File: config.mk
export PLATFORM = sky130hd
export DESIGN_NAME = ram_flat
export DESIGN_NICKNAME = d
export VERILOG_FILES = /design/src/rtl/ram_pkg.sv /design/src/rtl/ram_if.sv /design/src/rtl/ram_mem.sv /design/src/rtl/ram.sv /design/src/flat_wrapper.sv
export SDC_FILE = /design/constraint.sdc
export NUM_CORES = 2
export LEC_CHECK = 0
export CAP_MARGIN = 20
export CORE_ASPECT_RATIO = 1.2
export CORE_UTILIZATION = 30
export CTS_CLUSTER_DIAMETER = 30
export DETAILED_ROUTE_END_ITERATION = 7
export GPL_ROUTABILITY_DRIVEN = 0
export GPL_TIMING_DRIVEN = 0
export HOLD_SLACK_MARGIN = 0.08
export PLACE_DENSITY = 0.5
export SYNTH_ARGS = -nofsm -noshare
export SYNTH_HDL_FRONTEND = slang
export SYNTH_SLANG_ARGS = --single-unit
File: constraint.sdc
create_clock -name clk -period 6.94 [get_ports clk]
set_input_delay 1.041 -clock clk [delete_from_list [all_inputs] [get_ports clk]]
set_output_delay 1.041 -clock clk [all_outputs]
set_load 0.01 [all_outputs]
File: src/rtl/ram_pkg.sv
// Shared command encodings and default geometry for the SPI-slave storage back end.
// Imported by ram_if, ram_mem and ram.
package ram_pkg;
  localparam int RAM_DEPTH = 256;
  localparam int RAM_WIDTH = 8;

  typedef enum logic [1:0] {
    CMD_WR_ADDR = 2'b00,
    CMD_WR_DATA = 2'b01,
    CMD_RD_ADDR = 2'b10,
    CMD_RD_DATA = 2'b11
  } ram_cmd_t;
endpackage

File: src/rtl/ram_if.sv
// Command/data word bus between the SPI slave (master) and the ram (slave).
// din = {cmd[1:0], payload}; dout/tx_valid carry registered read data back.
interface ram_if #(
  parameter int MEM_WIDTH = ram_pkg::RAM_WIDTH
);
  logic [MEM_WIDTH+1:0] din;
  logic                 rx_valid;
  logic [MEM_WIDTH-1:0] dout;
  logic                 tx_valid;

  modport master (output din, output rx_valid, input dout, input tx_valid);
  modport slave  (input din, input rx_valid, output dout, output tx_valid);
endinterface

File: src/rtl/ram_mem.sv
// Storage array with a synchronous write port and a registered read port. Latency 1 cycle.
// No backpressure: a write or read enable is honoured on every edge; only the read register resets.
module ram_mem #(
  parameter int DEPTH = ram_pkg::RAM_DEPTH,
  parameter int WIDTH = ram_pkg::RAM_WIDTH,
  parameter int AW    = $clog2(DEPTH)
) (
  input  logic             clk,
  input  logic             rst,
  input  logic             we,
  input  logic [AW-1:0]    waddr,
  input  logic [WIDTH-1:0] wdata,
  input  logic             re,
  input  logic [AW-1:0]    raddr,
  output logic [WIDTH-1:0] rdata
);
  logic [WIDTH-1:0] mem [DEPTH];

  // Array is deliberately left out of reset so contents survive a reset pulse.
  always_ff @(posedge clk) begin
    if (we) mem[waddr] <= wdata;
  end

  always_ff @(posedge clk) begin
    if (rst)     rdata <= '0;
    else if (re) rdata <= mem[raddr];
  end
endmodule

File: src/rtl/ram.sv
// 256x8 command-driven memory for the SPI slave; RAM_AUTOINC_EN adds post-access address increment.
// RD_DATA -> dout/tx_valid one cycle later; no backpressure, every valid word is consumed.
module ram
  import ram_pkg::*;
#(
  parameter int MEM_DEPTH = RAM_DEPTH,
  parameter int MEM_WIDTH = RAM_WIDTH
) (
  input logic  clk,
  input logic  rst,
  ram_if.slave bus
);
  localparam int ADDR_SIZE = $clog2(MEM_DEPTH);

  ram_cmd_t               cmd;
  logic [MEM_WIDTH-1:0]   payload;
  logic [ADDR_SIZE-1:0]   wr_addr;
  logic [ADDR_SIZE-1:0]   rd_addr;
  logic                   wr_en;
  logic                   rd_en;
  logic                   tx_valid_q;
  logic [MEM_WIDTH-1:0]   rd_data;

  assign cmd     = ram_cmd_t'(bus.din[MEM_WIDTH +: 2]);
  assign payload = bus.din[MEM_WIDTH-1:0];

  // Reset dominates rx_valid, so a word arriving during reset must not touch the array.
  always_comb begin
    wr_en = 1'b0;
    rd_en = 1'b0;
    if (bus.rx_valid && !rst) begin
      wr_en = (cmd == CMD_WR_DATA);
      rd_en = (cmd == CMD_RD_DATA);
    end
  end

  always_ff @(posedge clk) begin
    if (rst) begin
      wr_addr    <= '0;
      rd_addr    <= '0;
      tx_valid_q <= 1'b0;
    end else begin
      tx_valid_q <= rd_en;
      if (bus.rx_valid) begin
        case (cmd)
          CMD_WR_ADDR: wr_addr <= payload[ADDR_SIZE-1:0];
          CMD_RD_ADDR: rd_addr <= payload[ADDR_SIZE-1:0];
`ifdef RAM_AUTOINC_EN
          CMD_WR_DATA: wr_addr <= wr_addr + ADDR_SIZE'(1);
          CMD_RD_DATA: rd_addr <= rd_addr + ADDR_SIZE'(1);
`else
          default: ;
`endif
        endcase
      end
    end
  end

  ram_mem #(
    .DEPTH (MEM_DEPTH),
    .WIDTH (MEM_WIDTH),
    .AW    (ADDR_SIZE)
  ) u_mem (
    .clk   (clk),
    .rst   (rst),
    .we    (wr_en),
    .waddr (wr_addr),
    .wdata (payload),
    .re    (rd_en),
    .raddr (rd_addr),
    .rdata (rd_data)
  );

  assign bus.dout     = rd_data;
  assign bus.tx_valid = tx_valid_q;
endmodule

File: src/flat_wrapper.sv
// flat-port wrapper written by rule: the top's interface ports become plain ports
module ram_flat import ram_pkg::*;
#(
  parameter int MEM_DEPTH = RAM_DEPTH,
  parameter int MEM_WIDTH = RAM_WIDTH
)
  (clk, rst, bus_din, bus_rx_valid, bus_dout, bus_tx_valid);
  ram_if #(.MEM_WIDTH(MEM_WIDTH)) bus_i ();
  input logic clk;
  input logic rst;
  input wire logic [$bits(bus_i.din)-1:0] bus_din;
  input wire logic [$bits(bus_i.rx_valid)-1:0] bus_rx_valid;
  output wire logic [$bits(bus_i.dout)-1:0] bus_dout;
  output wire logic [$bits(bus_i.tx_valid)-1:0] bus_tx_valid;
  assign bus_i.din = bus_din;
  assign bus_i.rx_valid = bus_rx_valid;
  assign bus_dout = bus_i.dout;
  assign bus_tx_valid = bus_i.tx_valid;
  ram #(.MEM_DEPTH(MEM_DEPTH), .MEM_WIDTH(MEM_WIDTH)) u_core (.clk(clk), .rst(rst), .bus(bus_i));
endmodule
==> results_dict.tcl <==
set metrics [dict create \
    status "finished clean" \
    nNetsFinal 4261 \
    synth_warnings 0 \
    fin_crit_sh 0.913 \
    avgViaCountPerCell 5.58 \
    hold_path_class "input pin to register" \
    drc 0 \
    regArea_um2 62000 \
    yosys.area_share.simple 0.0288 \
    drive_gt1_frac 0.304 \
    rows 208 \
    grt_pass1_wl_um 433000 \
    p_int_uw 26100 \
    fillers 24400 \
    clock-root-buffer "clkbuf_16" \
    holdWs_ps 527 \
    post_cts_resized 0 \
    core_um2 268000 \
    clk_pin_slew_ps 60 \
    timing.fmax_ghz 0.158 \
    worst_setup_path_start_kind "register" \
    synth_compound_area_frac 0.0207 \
    rsz0062_at_grt "false" \
    multi_input_area_um2 17400 \
    switching_power_uw 7730 \
    slew_headroom 0.163 \
    cp.required_ps 7670 \
    synth_top_area_frac 0.761 \
    synth_area_um2 80800 \
    slew_violations 0 \
    dpl_cell_area_um2 86300 \
    wire_per_inst_um 40.9 \
    dr.pass1.iters 8 \
    worst_slew_pin_slew_ps 1250 \
    setup_ws_ps 604 \
    cts_tree "built" \
    postRouteWirelength_um 333000 \
    synth_edf_count 2048 \
    grt_max_degree 146 \
    finalSetupViolations 0 \
    synth_seq_cells 2073 \
    cts_buffer_depth 4 \
    syn_area_per_cell_um2 21.3 \
    min_period_ps 6340 \
    initial_core_util 0.302 \
    grt_pass1_vias 45000 \
    clock_latency_ps 910 \
    drv_cap 0 \
    dieArea_um2 271000 \
    synth-adder-area-share 0 \
    final_cell_mix "edfxtp_1 (2048), mux4_2 (516), clkbuf_16 (378)" \
    die_w_um 476 \
    p_per_area_nw_per_um2 340 \
    syn_nets 3808 \
    finish.cell_count_without_fillers 8144 \
    cts_sinks 2073 \
    synth_top_area_cell "edfxtp_1" \
    syn-instance-count 3795 \
    swShare 0.229 \
    setup_tns_ps 0 \
    ys_top_cells_by_area "edfxtp_1 (76%), mux4_2 (14%), mux2i_1 (2.1%)" \
    drt_iter0_drc 7426 \
    worst_setup_path_end_kind "register" \
    grt.total_usage 0.244 \
    portBuffers 20 \
    cts_setup_buffers 0 \
    clock_skew_ps 59.5 \
    final_common_cell "edfxtp_1" \
    ios 22 \
    grt-ovfl-total 0 \
    synth_xor_xnor_area_share 0 \
    cp_max_fo 10 \
    dp.cells 7434 \
    peakVddDrop_mv 0.206 \
    hpwl_um 213000 \
    syn2layout_area_growth_pct 22.9 \
    p_leak_uw 0.0307 \
    antenna_found_initial 11 \
    dpl_worst_slack_ps 959 \
    synth_cell_type_count 61 \
    postLayoutCellArea_um2 99300 \
    hold_buffers 0 \
    async_reset_ff_frac 0 \
    cts_made_buffers 376 \
    hold_viol 0 \
    combPwrFrac 0.037 \
    yosys_most_used_dff "edfxtp_1" \
    synth_top_family_by_area "multiplexers" \
    ant_nets 0 \
    cp_data_arrival_time_ps 7060 \
    ys_seq_area_frac 0.767 \
    clkPwrFrac 0.555 \
    die_h_um 570 \
    ff2ff_setup_slack_ps 600 \
    power_frac_seq 0.408 \
    synthMuxAreaShare 0.166 \
    timing_worst_setup_path_type "register to register" \
    vias 45400 \
    htree_num_levels 5 \
]
## critical path, cell delays in order, from the launching register on
cell	delay [ps]
dfxtp_1	300
buf_4	270
buf_2	440
buf_2	620
buf_2	920
buf_2	720
buf_2	930
mux4_2	440
nor3_1	390
a21oi_1	120
a21boi_1	690
o32ai_1	210
## Yosys cell counts, drive strengths merged, types with 2 or more instances
master / count
mux4: 516
a21oi: 48
o221ai: 40
o311ai: 2
a211o: 5
o21ai: 28
o32ai: 2
o211ai: 5
nor2: 294
a221oi: 5
a31oi: 10
a32oi: 3
buf: 150
mux2i: 168
a22o: 3
edfxtp: 2048
nand2b: 6
clkinv: 3
mux2: 7
or2: 5
a211oi: 19
a22oi: 11
and3: 9
dfxtp: 25
o2111ai: 2
nand4: 17
nand3: 44
a2111oi: 2
clkbuf: 84
nand2: 119
a221o: 2
o31ai: 5
and2: 11
nor3: 16
a21o: 2
or4: 2
nor2b: 18
o22ai: 41
inv: 4
## metal layers
| metal | GRT usage | up-vias | part of all wire |
|---|---|---|---|
| met4 | 0.167 | 6 | 0.080 |
| li1 | - | 16900 | - |
| met1 | 0.292 | 24400 | 0.35 |
| met2 | 0.383 | 3223 | 0.46 |
| met5 | 0 | - | 0.00013 |
| met3 | 0.0666 | 832 | 0.10 |
## metrics by stage
step,power [µW],utilization
2_1_floorplan,14500,-
3_3_place_gp,15300,0.319
3_5_place_dp,15200,0.322
4_1_cts,33800,0.371
5_1_grt,34400,0.371
6_report,33800,0.371
## power by group through the flow
stage | clock network, µW | registers [µW] | logic (µW)
6_report | 18700 | 13800 | 1250
5_1_grt | 19300 | 13800 | 1230
4_1_cts | 18800 | 13800 | 1210
3_5_place_dp | 0 | 14000 | 1210
3_3_place_gp | 0 | 14200 | 1160
2_1_floorplan | 0 | 14000 | 449
## layout make-up
type / instances / area share
Clock buffer: 402 / 0.0962
Buffer: 234 / 0.0143
Antenna cell: 8 / 0.000202
Tap cell: 3570 / 0.0450
Timing Repair Buffer: 75 / 0.0112
Sequential cell: 2073 / 0.624
Inverter: 7 / 0.000265
Clock inverter: 294 / 0.0336
Multi-Input combinational cell: 1481 / 0.175
## cells by family (layout without fill, tap and decap cells)
logic type             after synthesis  after routing
DFF                               2073           2073
buffers and inverters              241           1012
muxes                              691            691
other                                0              8
and+or+nand+nor                    547            547
AOI/OAI and AO/OA                  243            243
## sequential cells by signal, summed over array words and instances (netlist names)
register,cells
u_core.wr_addr,8
u_core.u_mem.rdata,8
u_core.u_mem.mem,2048
u_core.bus.tx_valid,1
u_core.rd_addr,8
## final timing paths
check / start / endpoint / depth (start not counted)
worst max-delay path: u_core.rd_addr[2] / u_core.u_mem.rdata[3] / 11
worst min-delay path: bus_din[3] / u_core.u_mem.mem[57][3] / 1
worst max register to register: u_core.rd_addr[2] / u_core.u_mem.rdata[3] / 11
worst min register to register: u_core.rd_addr[7] / u_core.rd_addr[7] / 2
No activity file was read; power rests on OpenSTA's default activity.
